`config.mk`:
```
export PLATFORM = sky130hd
export DESIGN_NAME = sync_fifo_param_flat
export DESIGN_NICKNAME = d
export VERILOG_FILES = /design/src/rtl/sync_fifo_param_pkg.sv /design/src/rtl/sync_fifo_param_if.sv /design/src/rtl/sync_fifo_param_ptr.sv /design/src/rtl/sync_fifo_param.sv /design/src/flat_wrapper.sv
export SDC_FILE = /design/constraint.sdc
export NUM_CORES = 1
export LEC_CHECK = 0
export ABC_AREA = 1
export CAP_MARGIN = 25
export CORE_UTILIZATION = 50
export DETAILED_ROUTE_END_ITERATION = 8
export PLACE_DENSITY = 0.75
export SYNTH_ARGS = -nofsm -noshare
export SYNTH_HDL_FRONTEND = slang
export SYNTH_HIERARCHICAL = 1
export SYNTH_SLANG_ARGS = --single-unit
```
`constraint.sdc`:
```
create_clock -name clk -period 5.9 [get_ports clk]
set_input_delay 1.18 -clock clk [delete_from_list [all_inputs] [get_ports clk]]
set_output_delay 1.18 -clock clk [all_outputs]
set_load 0.01 [all_outputs]
```
`src/rtl/sync_fifo_param_pkg.sv`:
```
// sync_fifo_pkg: shared pointer type, sizing helpers and parameter legality check for sync_fifo_param
// Pointers use one fixed-width struct; only the low $clog2(DEPTH) address bits are live.
package sync_fifo_pkg;
  localparam int MAX_AW = 16;
  localparam int PW = MAX_AW + 1;
  typedef struct packed {
    logic              phase;
    logic [MAX_AW-1:0] addr;
  } ptr_t;
  function automatic int ptr_w(input int depth);
    return $clog2(depth);
  endfunction
  // Linear position with the phase bit sitting just above the live address bits.
  function automatic logic [PW-1:0] ptr_lin(input ptr_t p, input int aw);
    return (PW'(p.phase) << aw) | PW'(p.addr);
  endfunction
  function automatic bit cfg_ok(input int depth, input int af, input int ae);
    return depth >= 2 && (depth & (depth - 1)) == 0 && depth <= 2 ** MAX_AW &&
           af >= 1 && af <= depth && ae >= 0 && ae < depth;
  endfunction
endpackage

```
`src/rtl/sync_fifo_param_if.sv`:
```
// sync_fifo_param_if: producer/consumer handshake bundle of the parametrised FIFO
// master = the block driving requests; slave = the FIFO itself.
interface sync_fifo_param_if #(
  parameter int DATA_W = 8,
  parameter int DEPTH  = 8
);
  localparam int CW = $clog2(DEPTH) + 1;
  logic              write_en;
  logic [DATA_W-1:0] write_data;
  logic              full;
  logic              almost_full;
  logic              read_en;
  logic [DATA_W-1:0] read_data;
  logic              read_valid;
  logic              empty;
  logic              almost_empty;
  logic [CW-1:0]     count;
  logic              overflow;
  logic              underflow;
  logic              err_clear;
  modport master (
    output write_en, write_data, read_en, err_clear,
    input  full, almost_full, read_data, read_valid, empty, almost_empty, count, overflow, underflow
  );
  modport slave (
    input  write_en, write_data, read_en, err_clear,
    output full, almost_full, read_data, read_valid, empty, almost_empty, count, overflow, underflow
  );
endinterface

```
`src/rtl/sync_fifo_param_ptr.sv`:
```
// fifo_ptr: phase-bit FIFO pointer, advances on inc and toggles phase when wrapping from DEPTH-1 to 0
// Ports: clk, reset_n (async, active-low), inc (advance), ptr (phase + address).
module fifo_ptr
  import sync_fifo_pkg::*;
#(
  parameter int DEPTH = 8
) (
  input  logic clk,
  input  logic reset_n,
  input  logic inc,
  output ptr_t ptr
);
  logic wrap;
  assign wrap = ptr.addr == MAX_AW'(DEPTH - 1);
  always_ff @(posedge clk or negedge reset_n)
    if (!reset_n) ptr <= '0;
    else if (inc) ptr <= {ptr.phase ^ wrap, wrap ? {MAX_AW{1'b0}} : ptr.addr + MAX_AW'(1)};
endmodule

```
`src/rtl/sync_fifo_param.sv`:
```
// sync_fifo_param: parametrised single-clock FIFO with count, almost flags, show-ahead/registered read, sticky errors
// Ports: clk, reset_n (async, active-low), bus (sync_fifo_param_if.slave: write/read handshakes, flags, count, errors).
module sync_fifo_param
  import sync_fifo_pkg::*;
#(
  parameter int DATA_W     = 8,
  parameter int DEPTH      = 8,
  parameter int AF_LEVEL   = DEPTH - 2,
  parameter int AE_LEVEL   = 2,
  parameter int SHOW_AHEAD = 1
) (
  input logic              clk,
  input logic              reset_n,
  sync_fifo_param_if.slave bus
);
  localparam int AW = ptr_w(DEPTH);
  localparam int CW = AW + 1;
  if (!cfg_ok(DEPTH, AF_LEVEL, AE_LEVEL) || DATA_W < 1) begin : g_bad_cfg
    $fatal(1, "sync_fifo_param: illegal DATA_W/DEPTH/AF_LEVEL/AE_LEVEL");
  end
  ptr_t              wp, rp;
  logic              wr_ok, rd_ok, full, empty, ovf, udf;
  logic [CW-1:0]     count;
  logic [DATA_W-1:0] mem [DEPTH];
  // Flags come only from registered pointers, so requests never reach them combinationally.
  assign full  = wp.addr == rp.addr && wp.phase != rp.phase;
  assign empty = wp.addr == rp.addr && wp.phase == rp.phase;
  assign count = CW'(ptr_lin(wp, AW) - ptr_lin(rp, AW));
  assign wr_ok = bus.write_en && !full;
  assign rd_ok = bus.read_en && !empty;
  fifo_ptr #(.DEPTH(DEPTH)) u_wr_ptr (.clk(clk), .reset_n(reset_n), .inc(wr_ok), .ptr(wp));
  fifo_ptr #(.DEPTH(DEPTH)) u_rd_ptr (.clk(clk), .reset_n(reset_n), .inc(rd_ok), .ptr(rp));
  always_ff @(posedge clk)
    if (wr_ok) mem[wp.addr[AW-1:0]] <= bus.write_data;
  // A new error in the same cycle as err_clear keeps the flag set.
  always_ff @(posedge clk or negedge reset_n)
    if (!reset_n) begin
      ovf <= 1'b0;
      udf <= 1'b0;
    end else begin
      ovf <= (bus.write_en && full) || (ovf && !bus.err_clear);
      udf <= (bus.read_en && empty) || (udf && !bus.err_clear);
    end
  if (SHOW_AHEAD != 0) begin : g_show_ahead
    assign bus.read_data  = mem[rp.addr[AW-1:0]];
    assign bus.read_valid = 1'b0;
  end else begin : g_registered
    logic [DATA_W-1:0] rdata;
    logic              rvalid;
    always_ff @(posedge clk or negedge reset_n)
      if (!reset_n) begin
        rdata  <= '0;
        rvalid <= 1'b0;
      end else begin
        rvalid <= rd_ok;
        if (rd_ok) rdata <= mem[rp.addr[AW-1:0]];
      end
    assign bus.read_data  = rdata;
    assign bus.read_valid = rvalid;
  end
  assign bus.full         = full;
  assign bus.empty        = empty;
  assign bus.count        = count;
  assign bus.almost_full  = count >= CW'(AF_LEVEL);
  assign bus.almost_empty = count <= CW'(AE_LEVEL);
  assign bus.overflow     = ovf;
  assign bus.underflow    = udf;
endmodule

```
`src/flat_wrapper.sv`:
```
// flat-port wrapper written by rule: the top's interface ports become plain ports
module sync_fifo_param_flat import sync_fifo_pkg::*;
#(
  parameter int DATA_W     = 8,
  parameter int DEPTH      = 8,
  parameter int AF_LEVEL   = DEPTH - 2,
  parameter int AE_LEVEL   = 2,
  parameter int SHOW_AHEAD = 1
)
  (clk, reset_n, bus_write_en, bus_write_data, bus_read_en, bus_err_clear, bus_full, bus_almost_full, bus_read_data, bus_read_valid, bus_empty, bus_almost_empty, bus_count, bus_overflow, bus_underflow);
  sync_fifo_param_if #(.DATA_W(DATA_W), .DEPTH(DEPTH)) bus_i ();
  input logic clk;
  input logic reset_n;
  input wire logic [$bits(bus_i.write_en)-1:0] bus_write_en;
  input wire logic [$bits(bus_i.write_data)-1:0] bus_write_data;
  input wire logic [$bits(bus_i.read_en)-1:0] bus_read_en;
  input wire logic [$bits(bus_i.err_clear)-1:0] bus_err_clear;
  output wire logic [$bits(bus_i.full)-1:0] bus_full;
  output wire logic [$bits(bus_i.almost_full)-1:0] bus_almost_full;
  output wire logic [$bits(bus_i.read_data)-1:0] bus_read_data;
  output wire logic [$bits(bus_i.read_valid)-1:0] bus_read_valid;
  output wire logic [$bits(bus_i.empty)-1:0] bus_empty;
  output wire logic [$bits(bus_i.almost_empty)-1:0] bus_almost_empty;
  output wire logic [$bits(bus_i.count)-1:0] bus_count;
  output wire logic [$bits(bus_i.overflow)-1:0] bus_overflow;
  output wire logic [$bits(bus_i.underflow)-1:0] bus_underflow;
  assign bus_i.write_en = bus_write_en;
  assign bus_i.write_data = bus_write_data;
  assign bus_i.read_en = bus_read_en;
  assign bus_i.err_clear = bus_err_clear;
  assign bus_full = bus_i.full;
  assign bus_almost_full = bus_i.almost_full;
  assign bus_read_data = bus_i.read_data;
  assign bus_read_valid = bus_i.read_valid;
  assign bus_empty = bus_i.empty;
  assign bus_almost_empty = bus_i.almost_empty;
  assign bus_count = bus_i.count;
  assign bus_overflow = bus_i.overflow;
  assign bus_underflow = bus_i.underflow;
  sync_fifo_param #(.DATA_W(DATA_W), .DEPTH(DEPTH), .AF_LEVEL(AF_LEVEL), .AE_LEVEL(AE_LEVEL), .SHOW_AHEAD(SHOW_AHEAD)) u_core (.clk(clk), .reset_n(reset_n), .bus(bus_i));
endmodule
```
After elaboration in Yosys (flattened, before gate mapping)
Memory sizes are Yosys's and may differ from the RTL's.
Cells that the tools add are included.
{ "classes": {"addsub": 3, "n_lt_le_gt_ge": 2, "n_eq_ne": 5, "n_mux": 4, "bitwise": 4, "n_reduce_logical": 13} }
{ "ops": {"columns": ["cell", "n"], "rows": [
  ["adder 16 x 1 -> 16 bit, second input constant", 2],
  ["equality test 16 x 3 -> 1 bit, second input constant", 2],
  ["2-to-1 mux 16 bit", 2],
  ["equality test 16 bit", 1],
  ["logical AND 1 bit", 8],
  ["OR 4 bit", 2],
  [">= comparator 4 x 3 -> 1 bit, second input constant", 1],
  ["less-or-equal comparator 4 x 2 -> 1 bit, second input constant", 1],
  ["subtractor 4 bit", 1],
  ["logical NOT 1 bit", 3],
  ["logical OR 1 bit", 2],
  ["2-to-1 mux 1 bit", 2],
  ["bitwise XOR 1 bit", 2],
  ["equality test 1 bit", 1],
  ["inequality test 1 bit", 1]
]} }
{ "totals": {"reg_bits": 36, "ram_bits": 64, "n_memories": 1} }
{ "memory_table": {"columns": ["name", "words", "width", "rd", "rd_clocked_by_memory_dff", "write_ports", "line_no", "source"], "rows": [
  ["u_core.mem", 8, 8, 1, 0, 1, "sync_fifo_param.sv:24", "logic [DATA_W-1:0] mem [DEPTH];"]
]} }

Logic depth before layout (Yosys ltp)
{ "logic_depth": {"depth_word": 6, "depth_mapped": 19} }

Hierarchy
The synthesis kept the hierarchy.
{ "by_module_without_submodules": {"columns": ["module", "instances", "cells_each", "area_per_inst_um2", "seq_area_each_um2"], "rows": [
  ["sync_fifo_param", 1, 319, 3158.0, 1971.9],
  ["fifo_ptr", 2, 160, 1092.3, 425.4]
]} }

Worst setup path before layout
OpenSTA, ideal clock, no wires.
{ "synth_path": {"path_type": "reg2out", "from": "register u_core/u_wr_ptr/ptr[0] (netlist name)", "to": "output port bus_almost_full", "t_arrival_ns": 1.840, "setup_slack_ns": 2.880, "stages_incl_launch_ff": 7, "path_buffers": 0, "path_cell_list": "dfrtp_1 -> inv_1 -> ha_1 -> fa_1 -> xnor2_1 -> inv_1 -> o21ai_0"} }
{ "synth_between": {"elab_chain_cells": 3} }
{ "synth_rtl": {"columns": ["item", "line_no", "source"], "rows": [
  ["start, declared", "sync_fifo_param_ptr.sv:11", "output ptr_t ptr"],
  ["start signal, assigned", "sync_fifo_param_ptr.sv:17", "else if (inc) ptr <= {ptr.phase ^ wrap, wrap ? {MAX_AW{1'b0}} : ptr.addr + MAX_AW'(1)};"],
  ["OR 4 bit", "sync_fifo_param_pkg.sv:15", "return (PW'(p.phase) << aw) | PW'(p.addr);"],
  ["subtractor 4 bit", "sync_fifo_param.sv:28", "assign count = CW'(ptr_lin(wp, AW) - ptr_lin(rp, AW));"],
  ["via bus_count[2]", "flat_wrapper.sv:24", "output wire logic [$bits(bus_i.count)-1:0] bus_count;"],
  [">= comparator 4 x 3 -> 1 bit", "sync_fifo_param.sv:64", "assign bus.almost_full = count >= CW'(AF_LEVEL);"],
  ["end, declared", "flat_wrapper.sv:19", "output wire logic [$bits(bus_i.almost_full)-1:0] bus_almost_full;"]
]} }
The timed path passes the listed nets, and every way through them passes these cells.

Worst setup path in the final report
{ "layout_path": {"from": "register u_core/u_rd_ptr/ptr[1] (netlist name)", "to": "output port bus_almost_empty"} }
{ "layout_between": {"elab_chain_cells": 3} }
{ "layout_rtl": {"columns": ["item", "line_no", "source"], "rows": [
  ["start, declared", "sync_fifo_param_ptr.sv:11", null],
  ["start signal, assigned", "sync_fifo_param_ptr.sv:17", null],
  ["OR 4 bit", "sync_fifo_param_pkg.sv:15", null],
  ["subtractor 4 bit", "sync_fifo_param.sv:28", null],
  ["less-or-equal comparator 4 x 2 -> 1 bit", "sync_fifo_param.sv:65", "assign bus.almost_empty = count <= CW'(AE_LEVEL);"],
  ["end, declared", "flat_wrapper.sv:23", "output wire logic [$bits(bus_i.almost_empty)-1:0] bus_almost_empty;"]
]} }
Every way passes these cells.

==> results by group <==
Floorplanning
  – Number of cell rows: 37
  – Core outline area: 10300 um^2
  – Die Area: 11100 um^2
  – Starting Density: 51.8%
  – Die X: 105 um
  – I/O pin count: 32
  – Vert. Die Dim: 105 um

Critical path
  – Worst Setup End Kind: primary output
  – Slowest stage delay, CP: 800 ps
  – CP startpoint kind: register
  – CP required: 4720 ps
  – R2R setup slack: 2790 ps
  – Worst-path cell chain: inv_2 > ha_1 > nand2_1 > o21ai_0 > xor2_1 > inv_1 > nor2_1 > clkdlybuf4s50_1
  – Crit path arrival time: 3130 ps
  – Worst reg-to-reg path cell count: 9
  – CP max-delay cell: dfrtp_1
  – Worst-path fanout max: 21
  – Reg-to-Reg End: u_core/mem[3][4]
  – Worst Path Class, Setup: register to primary output
  – Reg-to-Reg Start: u_core/u_rd_ptr/ptr[1]

Yosys
  – Post-Synthesis Net Count: 658
  – Register area share after synthesis: 52.8%
  – Top cell type's share of synthesized area: 36.0%
  – Cell with the most instances after synthesis: nand2_1
  – Cells after Synth: 639
  – Synth Warn #: 6
  – Commonest cells post-synth: nand2_1 (134), nor2_1 (133), inv_1 (85)
  – FF+latch count, synth: 100
  – Syn_area_per_cell: 8.36 um^2
  – Top FF cell, synth: edfxtp_1
  – Post-synthesis cell type count: 34
  – Synth area leader: edfxtp_1
  – Post-synth EDFFs: 64
  – Cell Area, Synth: 5340 um^2
  – Synth async-reset ratio: 36.0%
  – Largest cells by area after synthesis: edfxtp_1 (36%), dfrtp_1 (17%), nand2_1 (9.4%)

GRT
  – Initial antenna violation count: 0
  – Largest net degree at the start of global routing: 37
  – M3 GR Usage: 6.80%
  – GR Overflow Total: 0
  – GRT busiest layer: met2
  – M2 GR Usage: 38.9%
  – First-pass GRT wire length: 19900 um
  – Met1 Resource Use GR: 30.0%
  – Total Routing Usage GR: 23.5%
  – Number of global-route vias before repair: 4050

Detailed routing
  – WL final: 12100 um
  – Vias after detailed routing: 4310
  – DR vias/cell: 5.31
  – Router iterations before antenna repair: 5
  – DRT antenna net count: 0
  – # DRC: 0
  – WL/cell: 15.0 um
  – Starting DRT DRC Count: 333

Clock network
  – Clock transition at path regs: 100 ps
  – Clock Latency Late Sink: 380 ps
  – Clock sinks: 100
  – # Post-CTS Setup Buffers: 0
  – CTS buffer count: 9
  – Post-cts sizing count: 0
  – CTS tree: yes
  – H-tree depth: 3
  – Hold_buf cts: 0
  – Clk buf depth: 2
  – CTS root buf: clkbuf_8

Timing
  – Clk_skew: 12.1 ps
  – Fin crit share: 73.1%
  – Slew Viols, Final: 0
  – Final setup TNS: 0 ps
  – Setup WS post-layout: 1590 ps
  – Post-route minimum period: 4310 ps
  – Tightest Pin Transition: 992 ps
  – Max Freq: 232 MHz
  – Slew headroom: 33.6%
  – Final Hold Viols: 0
  – RSZ-0062 raised after global routing: no
  – Final setup fails: 0

Flow run
  – Max Cap Viol: 0

Placed design
  – GP Congestion: 0.934
  – PortBufs: 30
  – Detailed Place HPWL: 8470 um
  – Post-place setup slack: 1980 ps
  – Dpl cell area: 5740 um^2
  – Dpl cells: 794

Layout
  – Post-route design area: 5940 um^2
  – Nets: 689
  – Final std cells w/o fill: 811
  – Ant diodes: 0
  – Share of layout cells above drive strength 1: 7.56%
  – Area added between synthesis and finish: 11.2%

Power
  – Max IR drop VDD: 0.221 mV
  – Static leakage: 2.57 nW
  – Power Density: 414 nW/um^2

Min path
  – Worst hold path startpoint: u_core/bus.underflow
  – Hold Crit Endpoint: u_core/bus.underflow
  – Worst min path class: register to register
  – Hold Path Depth: 2

Status
  – Status: finished clean
## kinds of logic after synthesis
| family | Yosys count | synth area share [%] |
|---|---|---|
| AOI/OAI and AO/OA | 58 | 6.00 |
| xor gates and xnor gates | 16 | 2.62 |
| adders and majority gates | 6 | 1.55 |
| buffers and inverters | 106 | 8.15 |
| DFF | 100 | 52.8 |
| other | 1 | 0.0702 |
| and+or+nand+nor | 352 | 28.8 |
## sequential cells by signal, indices dropped and copies added (netlist names)
register              count
u_core/u_wr_ptr/ptr      17
u_core/bus.overflow       1
u_core/mem               64
u_core/bus.underflow      1
u_core/u_rd_ptr/ptr      17
## worst max-delay path by stage
stage                                 startpoint                to  slack (ps)  cells after the start
after floorplan           u_core/u_wr_ptr/ptr[0]   bus_almost_full        2880                      6
after global placement    u_core/u_rd_ptr/ptr[1]  bus_almost_empty        2100                      8
after detailed placement  u_core/u_rd_ptr/ptr[1]  bus_almost_empty        1980                      8
after CTS                 u_core/u_rd_ptr/ptr[1]  bus_almost_empty        1550                      8
after global routing      u_core/u_rd_ptr/ptr[1]  bus_almost_empty        1270                      8
final                     u_core/u_rd_ptr/ptr[1]  bus_almost_empty        1590                      8
## critical path, delay by kind of cell (launching register included)
kind / cells / cell delay [ps]
flops: 1 / 800
compound gates: 1 / 210
fa+ha+maj: 1 / 390
xor+xnor: 1 / 220
buf+inv: 3 / 940
simple gates: 2 / 200
## final cells by class
type                       count  area [um^2]
fill                         870         4380
sequential                   100         2820
multi-input combinational    433         2080
inverter                      94          358
timing repair buffer          32          310
tap                          136          170
clock buffer                  10          128
clock inverter                 6         70.1
## cell usage in the layout (no fill, tap or decap), types with 4 or more instances in the layout
cell	count
inv_1	85
nand2_2	12
o22ai_1	8
nand4_1	11
nor3_1	4
ha_1	5
nor2_4	5
o21ai_1	4
o21bai_1	4
nor2_1	133
nand2_1	134
clkbuf_8	9
nor2_2	7
a31oi_1	8
edfxtp_1	64
nand3_1	39
clkdlybuf4s50_1	29
clkinv_1	4
xor2_1	8
o21ai_0	33
xnor2_1	8
dfrtp_1	36
inv_2	4
## metrics by stage
stage | hold WS, ps | utilization, % | power (W)
CTS | 492 | 57.5 | 0.00246
detailed placement | 468 | 55.6 | 0.00201
finish | 489 | 57.6 | 0.00246
global placement | 464 | 55.6 | 0.00197
global route | 514 | 57.6 | 0.00261
floorplan | 503 | - | 0.00158
## per-layer routing
metal,up-vias,routed length (um)
li1,2106,-
met1,2035,5300
met2,148,5830
met3,21,816
met4,0,196
met5,-,0
## report_power, final
| group | total, W | internal (W) | switching [W] |
|---|---|---|---|
| clock | 0.000448 | 0.000201 | 0.000247 |
| combinational | 0.00105 | 0.000444 | 0.000604 |
| sequential | 0.000964 | 0.000833 | 0.000131 |
| total | 0.00246 | 0.00148 | 0.000982 |
(Power assumes the default switching activity.)
